--- config.mk ---
export PLATFORM = sky130hd
export DESIGN_NAME = framebuffer_scanout_reader
export DESIGN_NICKNAME = d
export VERILOG_FILES = /design/src/rtl/framebuffer_scanout_reader.sv
export SDC_FILE = /design/constraint.sdc
export NUM_CORES = 1
export LEC_CHECK = 0
export CAP_MARGIN = 20
export CORE_ASPECT_RATIO = 1.2
export CORE_MARGIN = 2
export CORE_UTILIZATION = 32
export CTS_BUF_LIST = sky130_fd_sc_hd__clkbuf_2
export CTS_CLUSTER_DIAMETER = 150
export DETAILED_ROUTE_END_ITERATION = 6
export GPL_ROUTABILITY_DRIVEN = 0
export PLACE_DENSITY = 0.54
export RECOVER_POWER = 50
export SYNTH_ARGS = -nofsm -noshare
export SYNTH_HDL_FRONTEND = slang
export SYNTH_SLANG_ARGS = --single-unit
--- constraint.sdc ---
create_clock -name read_clock -period 2.45 [get_ports read_clock]
set_clock_uncertainty 0.1 [all_clocks]
set_input_delay 0.49 -clock read_clock [delete_from_list [all_inputs] [get_ports read_clock]]
set_output_delay 0.49 -clock read_clock [all_outputs]
set_load 0.01 [all_outputs]
--- src/rtl/framebuffer_scanout_reader.sv ---
// rtl/framebuffer_scanout_reader.sv - VGA scan-out reader walking a scaled framebuffer
// Counters, address generator and 3-stage pipeline from counter value to pins.
module framebuffer_scanout_reader #(
  parameter int DATA_WIDTH = 1,
  parameter int ADDR_WIDTH = 15,
  parameter int FB_WIDTH   = 160,
  parameter int FB_HEIGHT  = 120,
  parameter int SCALE      = 4,
  parameter int H_ACTIVE   = 640,
  parameter int H_FP       = 16,
  parameter int H_SYNC     = 96,
  parameter int H_BP       = 48,
  parameter int V_ACTIVE   = 480,
  parameter int V_FP       = 10,
  parameter int V_SYNC     = 2,
  parameter int V_BP       = 33,
  parameter logic [11:0] FG_COLOR = 12'hFFF,
  parameter logic [11:0] BG_COLOR = 12'h000
) (
  input  logic                  read_clock,
  input  logic                  reset,
  output logic [ADDR_WIDTH-1:0] read_addr,
  input  logic [DATA_WIDTH-1:0] q,
  output logic [11:0]           rgb,
  output logic                  hsync,
  output logic                  vsync,
  output logic                  active,
  output logic                  frame_start
);

  localparam int H_TOTAL = H_ACTIVE + H_FP + H_SYNC + H_BP;
  localparam int V_TOTAL = V_ACTIVE + V_FP + V_SYNC + V_BP;
  localparam int XW      = (SCALE > 1) ? $clog2(SCALE) : 1;

  localparam logic [9:0]            H_LAST   = 10'(H_TOTAL - 1);
  localparam logic [9:0]            V_LAST   = 10'(V_TOTAL - 1);
  localparam logic [9:0]            H_VIS    = 10'(H_ACTIVE);
  localparam logic [9:0]            V_VIS    = 10'(V_ACTIVE);
  localparam logic [9:0]            H_VIS_LAST = 10'(H_ACTIVE - 1);
  localparam logic [9:0]            HS_START = 10'(H_ACTIVE + H_FP);
  localparam logic [9:0]            HS_END   = 10'(H_ACTIVE + H_FP + H_SYNC);
  localparam logic [9:0]            VS_START = 10'(V_ACTIVE + V_FP);
  localparam logic [9:0]            VS_END   = 10'(V_ACTIVE + V_FP + V_SYNC);
  localparam logic [XW-1:0]         SUB_LAST = XW'(SCALE - 1);
  localparam logic [XW-1:0]         SUB_ONE  = XW'(1);
  localparam logic [ADDR_WIDTH-1:0] ADDR_ONE = ADDR_WIDTH'(1);
  localparam logic [ADDR_WIDTH-1:0] ROW_STEP = ADDR_WIDTH'(FB_WIDTH);

  logic [9:0]            h_count, v_count;
  logic                  h_last, frame_last;
  logic                  vis, hs, vs, fs;
  logic [XW-1:0]         x_sub, y_sub;
  logic [ADDR_WIDTH-1:0] fb_x, line_base;
  logic                  vis_d1, vis_d2, hs_d1, hs_d2, vs_d1, vs_d2, fs_d1, fs_d2;

  assign h_last     = (h_count == H_LAST);
  assign frame_last = h_last && (v_count == V_LAST);

  always_ff @(posedge read_clock) begin
    if (reset) begin
      h_count <= '0;
      v_count <= '0;
    end else if (h_last) begin
      h_count <= '0;
      v_count <= (v_count == V_LAST) ? 10'd0 : v_count + 10'd1;
    end else begin
      h_count <= h_count + 10'd1;
    end
  end

  always_comb begin
    vis = (h_count < H_VIS) && (v_count < V_VIS);
    hs  = !((h_count >= HS_START) && (h_count < HS_END));
    vs  = !((v_count >= VS_START) && (v_count < VS_END));
    fs  = (h_count == 10'd0) && (v_count == 10'd0);
  end

  // Address is walked incrementally so no multiplier is needed for y*FB_WIDTH.
  always_ff @(posedge read_clock) begin
    if (reset || frame_last) begin
      x_sub     <= '0;
      y_sub     <= '0;
      fb_x      <= '0;
      line_base <= '0;
    end else if (vis) begin
      if (h_count == H_VIS_LAST) begin
        x_sub <= '0;
        fb_x  <= '0;
        if (y_sub == SUB_LAST) begin
          y_sub     <= '0;
          line_base <= line_base + ROW_STEP;
        end else begin
          y_sub <= y_sub + SUB_ONE;
        end
      end else if (x_sub == SUB_LAST) begin
        x_sub <= '0;
        fb_x  <= fb_x + ADDR_ONE;
      end else begin
        x_sub <= x_sub + SUB_ONE;
      end
    end
  end

  always_ff @(posedge read_clock) begin
    if (reset) begin
      read_addr <= '0;
    end else if (vis) begin
      read_addr <= line_base + fb_x;
    end
  end

  // Sync/enable decodes ride along with the RAM access so they stay aligned with rgb.
  always_ff @(posedge read_clock) begin
    if (reset) begin
      vis_d1      <= 1'b0;
      vis_d2      <= 1'b0;
      hs_d1       <= 1'b1;
      hs_d2       <= 1'b1;
      vs_d1       <= 1'b1;
      vs_d2       <= 1'b1;
      fs_d1       <= 1'b0;
      fs_d2       <= 1'b0;
      rgb         <= 12'h000;
      hsync       <= 1'b1;
      vsync       <= 1'b1;
      active      <= 1'b0;
      frame_start <= 1'b0;
    end else begin
      vis_d1      <= vis;
      vis_d2      <= vis_d1;
      hs_d1       <= hs;
      hs_d2       <= hs_d1;
      vs_d1       <= vs;
      vs_d2       <= vs_d1;
      fs_d1       <= fs;
      fs_d2       <= fs_d1;
      rgb         <= vis_d2 ? ((|q) ? FG_COLOR : BG_COLOR) : 12'h000;
      hsync       <= hs_d2;
      vsync       <= vs_d2;
      active      <= vis_d2;
      frame_start <= fs_d2;
    end
  end

endmodule

==> results.md <==
- Status: completed
- Initial core utilization: 0.324
- Area leader, netlist: dfxtp_1
- DR WL/cell: 13.3 um
- Synth area leaders: dfxtp_1 40%, xnor2_1 6.3%, ha_1 5.5%, nor2_1 4.4%, nand2_1 4.1%
- Worst-path cell with the longest stage delay: clkdlybuf4s50_1
- Simple-Gate Fraction of Synth Area: 0.281
- Post-DP HPWL: 6.17 mm
- FMAX: 440 MHz
- Post-CTS setup buffers: 0
- Core Region: 11900 um^2
- Synth async-reset ratio: 0
- Area Overhead vs Synth: 12.9%
- # rows: 44
- Worst-Margin Slew: 694 ps
- Mux cell area share after synthesis: 0.00775
- Placed cell area: 4270 um^2
- Total GRT Usage: 0.132
- Final worst-path cycle share: 0.927
- DR iter-0 viols: 110
- Clock Tree Root: clkbuf_2
- Clk Latency, worst-skew pair: 530 ps
- Share of cells above drive strength 1: 0.101
- DR vias: 2998
- Syn nets: 450
- Commonest non-fill, non-tap cells in the layout: 77 x dfxtp_1, 45 x nor2_1, 42 x nand2_1
- Worst Path Required: 1860 ps
- Critical Path Sink Type: output port
- Total wire length: 8.23 mm
- Routed vias/inst: 4.85
- CP Class: flop to output port
- Clk pwr share: 0.349
- Final nets: 473
- Critical Path End: rgb[5]
- Sequential fraction of the synthesis area: 0.398
- Most common cell after layout, fill and taps aside: dfxtp_1
- Post_cts resized: 0
- Worst slew margin: 0.537
- R2R cell count: 6
- Setup TNS: 0 ps
- FF-to-FF End: fb_x[5]
- Largest family of logic cells by synthesized area: simple AND/OR/NAND/NOR gates
- Largest net degree at the start of global routing: 25
- Clk slew on worst S/H paths: 230 ps
- Compound-Gate Fraction of Synth Area: 0.0947
- Hold slack: 346 ps
- Post-layout minimum cycle time: 2270 ps
- Die W: 104 um
- Vias in the first global route: 2887
- Pwr Total: 2.11 mW
- Post-synth EDFFs: 0
- Critical Path Source Type: flop
- I/O Pins: 34
- Slowest stage delay, CP: 610 ps
- Primary FF master, synth: dfxtp_1
- Cell family with most CP delay: buffers and inverters
- Input/output buffers: 33
- Crit path cell chain: clkdlybuf4s50_1
- CP Data Arrival Time: 1680 ps
- Final instance area: 4370 um^2
- Final setup fails: 0
- Fin. max-slew vios: 0
- CP bufs+invs: 1
- Net switching power: 0.549 mW
- Inserted Clock Buffers: 9
- RR Startpoint: h_count[0]
- Worst path depth: 1
- DRT antenna net count: 0
- Drt drc: 0
- Pwr dens: 483 nW/um^2
- Sw Share: 0.260
- Max-cap violations: 0
- Sequential share of power: 0.608
- Mapped Area: 3870 um^2
- Synth warn: 0
- Clock Sinks: 77
- Dpl ws: 164 ps
- Post-synthesis cell count: 429
- Clock Path Buffers: 2
- N_diodes: 0
- Final Hold Fails: 0
- RSZ-0062 raised after global routing: false
- Xor/xnor cell area share of the yosys netlist: 0.0973
- Pint: 1.56 mW
- Worst Setup SP: rgb[10]
- Yosys top cell area share: 0.398
- Flop2flop setup slack: 310 ps
- Comb pwr share: 0.044
- GRT overflow: 0
- Synth Area in Adders: 0.0601
- First-pass GRT wire length: 14.0 mm
- Chip height: 125 um
- H-tree depth: 3
- CP Max Fanout: 12
- Leakage: 1.62 nW
- Die ar.: 13000 um^2
- Synth unique cells: 59
- Initial antenna violation count: 0
- Avg Inst Size Synth: 9.03 um^2
- Max IR drop VDD: 267 uV
- Worst setup margin: 179 ps
- Hold buffer count at CTS: 0
- Initial DRT Pass Iterations: 4
- CTS tree: done
- Yosys reg bits: 77
- Hold Crit Class: flop to flop
[area by class of cell]
cell class / instances / area, um^2
clock buffers: 9 / 45.0
clock inverters: 7 / 80.1
fillers: 1228 / 7570
inverters: 8 / 30.0
multi-input cells: 314 / 2090
flip-flops and latches: 77 / 1540
well taps: 161 / 201
repair buffers: 42 / 383
[state kept, by name (all words and copies together), names as in the netlist]
register	flops
active	1
fb_x	15
frame_start	1
fs_d1	1
fs_d2	1
h_count	10
hs_d1	1
hs_d2	1
hsync	1
line_base	10
read_addr	15
rgb	1
v_count	10
vis_d1	1
vis_d2	1
vs_d1	1
vs_d2	1
vsync	1
x_sub	2
y_sub	2
[how the worst min path moves through the flow]
stage,startpoint,endpoint,slack (ps),cells past startpoint
after global routing,q,rgb[10],330,2
after global placement,vs_d2,vsync,300,1
final,hs_d1,hs_d2,350,1
after floorplan,hs_d1,hs_d2,290,1
after detailed placement,hs_d1,hs_d2,300,1
after CTS,q,rgb[10],340,2
[cell usage after synthesis (2+ instances only)]
library cell	number
a21oi_1	24
nor2b_1	5
nand4_1	10
buf_2	5
xor2_1	15
nor3b_1	2
nand2_1	42
a221oi_1	2
nor3_1	9
xnor2_1	28
nand3_1	17
nor2_1	45
nor4b_2	3
o21ai_0	10
buf_6	5
nor4_1	14
clkbuf_1	7
and3_1	8
nand3b_1	6
a21o_1	6
dfxtp_1	77
buf_4	13
ha_1	17
mux2i_1	3
or3_1	2
or2_2	5
nor2_2	7
inv_1	8
nand4b_1	3
and4_1	2
[through the flow]
| stage | utilization | std cells |
|---|---|---|
| floorplan | - | 429 |
| detailed placement | 0.357 | 602 |
| global placement | 0.357 | 602 |
| CTS | 0.368 | 618 |
| global route | 0.366 | 618 |
| finish | 0.366 | 618 |
[cells by family after synthesis]
| logic type | count (synthesis) |
|---|---|
| and+or+nand+nor | 195 |
| DFF | 77 |
| AOI/OAI and AO/OA | 55 |
| xor gates and xnor gates | 43 |
| buffers and inverters | 38 |
| adders and majority gates | 18 |
| muxes | 3 |
[power groups by stage]
stage | clock [mW] | combinational (mW) | sequential [mW]
after floorplan | 0 | 0.0689 | 1.31
after global placement | 0 | 0.0937 | 1.31
after detailed placement | 0 | 0.0950 | 1.31
after CTS | 0.782 | 0.0958 | 1.28
after global routing | 0.842 | 0.102 | 1.29
final | 0.737 | 0.0922 | 1.28
[routing by layer]
metal  GRT usage  wire length, um  up-vias
met5           0                0        -
met1       0.162             3810     1382
li1            -                -     1539
met4      0.0747              300        0
met3      0.0251              254       18
met2       0.216             3870       59
Power figures use the tool's default switching activity.
==> RTL edit 1: new RTL, config.mk and constraints unchanged <==
Reset style: asynchronous (`reset`), changed in 3 clocked blocks.
--- a/src/rtl/framebuffer_scanout_reader.sv
+++ b/src/rtl/framebuffer_scanout_reader.sv
@@ -57,5 +57,5 @@
   assign frame_last = h_last && (v_count == V_LAST);
 
-  always_ff @(posedge read_clock) begin
+  always_ff @(posedge read_clock or posedge reset) begin
     if (reset) begin
       h_count <= '0;
@@ -102,5 +102,5 @@
   end
 
-  always_ff @(posedge read_clock) begin
+  always_ff @(posedge read_clock or posedge reset) begin
     if (reset) begin
       read_addr <= '0;
@@ -111,5 +111,5 @@
 
   // Sync/enable decodes ride along with the RAM access so they stay aligned with rgb.
-  always_ff @(posedge read_clock) begin
+  always_ff @(posedge read_clock or posedge reset) begin
     if (reset) begin
       vis_d1      <= 1'b0;
Formal check against the unedited RTL: differs if reset is asserted again (counterexample within 4 cycles, from zero or initial values and one cycle with reset high); with reset held inactive, the same outputs for 10 cycles.
==> RTL edit 1 against the unedited design <==
Synthesized cell count decreased by 4.4%; die area decreased by 0.81%; global-route usage increased by 0.89 points; wire length increased by 4.6%; setup slack got worse by 0.038 ns; design area increased by 3.4%; area after synthesis decreased by 0.84%; power decreased by 1.6%; combinational power decreased by 11%; non-clock buffer count increased by 13; sequential cell count unchanged; final cell count decreased by 0.16%; critical endpoint is now y_sub[0]; largest power group unchanged.
==> RTL edit 1: results (changes against the unedited design) <==
vias_per_cell: 5.00  # was 4.85
nClkBuffers: 10  # was 9
buf_share_pct: 10.8  # was 8.76%
p_clk_uw: 715  # was 737 µW
synth_xor_area_share_pct: 5.93  # was 9.73%
synth.top_cells.by_area: "dfrtp_1 (27%), dfxtp_1 (15%), ha_1 (5.5%)"  # was dfxtp_1 (40%), xnor2_1 (6.3%), ha_1 (5.5%)
multi_input_area_um2: 1890  # was 2090 µm²
cpPeakStageDelay_ns: 0.55  # was 0.61 ns
grt_antenna_before_repair: 1  # was 0
synthArstFlopShare_pct: 62.3  # was 0%
grt_use_met3_pct: 3.14  # was 2.51%
layout.non_clock_inverters: 11  # was 8
wl_met1_um: 4070  # was 3810 µm
final_core_util_pct: 38.9  # was 36.6%
ir_worst_vdd_mv: 0.186  # was 0.267 mV
grt_pass1_vias: 3049  # was 2887
synth_cell_types: 51  # was 59
seqCellArea_um2: 1790  # was 1540 µm²
status: "complete, no violations"  # unchanged
synth.avg_cell_area_um2: 9.37  # was 9.03 µm²
clk_share_pct: 2.52  # was 2.86%
crit_path_max_fanout: 14  # was 12
nFillCells: 1184  # was 1228
arrival_ns: 2.69  # was 1.68 ns
num_vias: 3088  # was 2998
grt_use_met2_pct: 24.3  # was 21.6%
synth_common_cells: "nand2_1 (45), dfrtp_1 (42), nor2_1 (30)"  # was dfxtp_1 (77), nor2_1 (45), nand2_1 (42)
yosysSeqAreaShare_pct: 46.6  # was 39.8%
placed_cell_area_um2: 4410  # was 4270 µm²
gr-usage-met1_pct: 17.2  # was 16.2%
synthMuxAreaShare_pct: 0.782  # was 0.775%
num_antenna_cells: 1  # was 0
fin_nets: 475  # was 473
pg_comb_uw: 82.2  # was 92.2 µW
yosys_most_used_dff: "dfrtp_1"  # was dfxtp_1
power_switching_uw: 531  # was 549 µW
synth_fa_ha_area_share_pct: 6.06  # was 6.01%
dr_wl_met2_um: 4130  # was 3870 µm
grt_first_pass_wirelength_um: 14500  # was 14000 µm
worst_pin_slew_ns: 0.909  # was 0.694 ns
seq_cells: 77  # unchanged
drive_above_1_share_pct: 11.3  # was 10.1%
drt-total-wl_um: 8610  # was 8230 µm
dpl.cell_count: 599  # was 602
[RTL edit 1: cell types whose count changed after synthesis, moves of 6 or more]
cell / unedited run / this run
a21oi_1: 24 / 18
dfstp_2: 0 / 6
nor2_1: 45 / 30
or4_1: 1 / 8
xor2_1: 15 / 9
dfxtp_1: 77 / 29
xnor2_1: 28 / 17
o21ai_0: 10 / 20
dfrtp_1: 0 / 42
or3_1: 2 / 9
nand3_1: 17 / 25
nor2_2: 7 / 0
[RTL edit 1: path summary, 6_finish.rpt]
check	slack, ns	cells past startpoint	to	start
setup / recovery	0.14	6	y_sub[0]	h_count[8]
hold / removal	0.27	0	hsync	hs_d2
setup reg to reg	0.14	6	y_sub[0]	h_count[8]
hold reg to reg	0.27	0	hsync	hs_d2
max in group asynchronous	0.55	3	rgb[10]	reset
min in group asynchronous	0.35	2	read_addr[13]	reset
==> RTL edit 2: new RTL, same settings <==
Without the edit above. `ADDR_WIDTH`: 15 -> 14.
--- a/src/rtl/framebuffer_scanout_reader.sv
+++ b/src/rtl/framebuffer_scanout_reader.sv
@@ -3,5 +3,5 @@
 module framebuffer_scanout_reader #(
   parameter int DATA_WIDTH = 1,
-  parameter int ADDR_WIDTH = 15,
+  parameter int ADDR_WIDTH = 14,
   parameter int FB_WIDTH   = 160,
   parameter int FB_HEIGHT  = 120,
Interface: changed (resized read_addr); port bits go from 34 to 33. No check against the original RTL was run, so the function may have changed too.
==> RTL edit 2 against the unedited design <==
Wire length fell by 8.2%; sequential cell count fell by 3; area after synthesis is 8.4% lower; final cell count fell by 7.6%; setup slack improved by 0.0047 ns; power is 0.35% lower; clock power rose by 7.1%; design area decreased by 6.8%; die area shrank 8.1%; sequential share of layout area rose by 1.1 points.
==> RTL edit 2: results (changes against the unedited design) <==
num_vias: 2904  # was 2998
synth_cell_types: 45  # was 59
yosysTopAreaCell: "dfxtp_1"  # unchanged
synth_common_cells: "dfxtp_1 (74), nand2_1 (45), a21oi_1 (39)"  # was dfxtp_1 (77), nor2_1 (45), nand2_1 (42)
p_sw_share_pct: 24.1  # was 26.0%
top_regs: "fb_x (14), read_addr (14)"  # was fb_x (15), read_addr (15)
status: "complete, no violations"  # unchanged
grt_first_pass_wirelength_um: 12700  # was 14000 µm
synth.top_cells.by_area: "dfxtp_1 (42%), ha_1 (5.6%), a21oi_1 (5.5%)"  # was dfxtp_1 (40%), xnor2_1 (6.3%), ha_1 (5.5%)
io_buffers: 32  # was 33
synth_fp_nets: 435  # was 450
cpPeakStageDelay_ns: 0.44  # was 0.61 ns
dp_hpwl_um: 5400  # was 6170 µm
timing.hold.ws_ns: 0.340  # was 0.346 ns
fin_nets: 454  # was 473
synthArstFlopShare_pct: 0  # unchanged
drive_above_1_share_pct: 6.83  # was 10.1%
crit_path_max_fanout: 4  # was 12
arrival_ns: 2.60  # was 1.68 ns
path_delay_family: "compound AO/OA/AOI/OAI gates"  # was buffers and inverters
drt-total-wl_um: 7550  # was 8230 µm
grt_max_degree: 31  # was 25
ir_worst_vdd_mv: 0.364  # was 0.267 mV
drt-pass1-iter-count: 6  # was 4
yosysSeqAreaShare_pct: 41.7  # was 39.8%
r2r_slack_ns: 0.18  # was 0.31 ns
## RTL edit 2: cell count changes after synthesis, sizes merged, moves of 5 or more
cell | unedited run | this run
nor2 | 53 | 35
or4 | 1 | 7
nor4 | 15 | 5
xnor2 | 28 | 8
a21oi | 24 | 39
or3 | 2 | 11
o21ai | 10 | 15
clkbuf | 7 | 13
## RTL edit 2: kinds of logic (layout without fill, tap and decap cells)
| logic type | Yosys count | count (layout) | share of synthesized area [%] |
|---|---|---|---|
| mux | 2 | 2 | 0.564 |
| flops | 74 | 74 | 41.7 |
| xor+xnor | 26 | 26 | 6.42 |
| compound gates | 81 | 81 | 13.8 |
| buf+inv | 39 | 63 | 5.61 |
| fa+ha+maj | 17 | 17 | 6.21 |
| simple gates | 176 | 176 | 25.7 |
## RTL edit 2: path summary, 6_finish.rpt
kind                 from             to  depth (start not counted)
max          line_base[5]  read_addr[13]                          7
min                 hs_d1          hs_d2                          1
max reg2reg  line_base[5]  read_addr[13]                          7
min reg2reg         hs_d1          hs_d2                          1
## RTL edit 2: cell type report
cell class / instances / area, µm²
tap: 132 / 165
inverter: 7 / 26.3
multi-input combinational: 302 / 1880
timing repair buffer: 40 / 382
fill: 1148 / 6860
clock buffer: 9 / 45.0
sequential: 74 / 1480
clock inverter: 7 / 92.6
## RTL edit 2: power groups by stage
stage	clock network (µW)	logic (µW)	registers (µW)
final	789	81.6	1230
after global routing	865	91.9	1240
after CTS	833	88.7	1240
after detailed placement	0	88.4	1260
after global placement	0	86.9	1260
after floorplan	0	57.1	1260
## RTL edit 2: what timing repair did
action	4_1_cts	5_1_grt
resized for setup	1	1
buffers inserted	0	0
endpoints found under the setup margin	2	3
pin swaps	0	0
## RTL edit 2: per-layer routing
layer | GRT usage (%) | vias to the layer above | share of wire, %
met1 | 16.1 | 1346 | 46
met3 | 2.99 | 9 | 3.8
met2 | 22.2 | 53 | 49
li1 | - | 1496 | -
met4 | 5.74 | 0 | 1.2
met5 | 0 | - | 0
## RTL edit 2: stage by stage
stage          area [µm²]  worst slack, ns  total power (µW)  utilization (%)  cells
3_5_place_dp         3950           0.0378              1350             36.1    555
5_1_grt              4070           0.0272              2200             37.3    571
3_3_place_gp         3950            0.105              1340             36.1    555
6_report             4070            0.184              2110             37.3    571
4_1_cts              4090            0.102              2160             37.4    571
2_1_floorplan        3550            0.462              1310                -    415
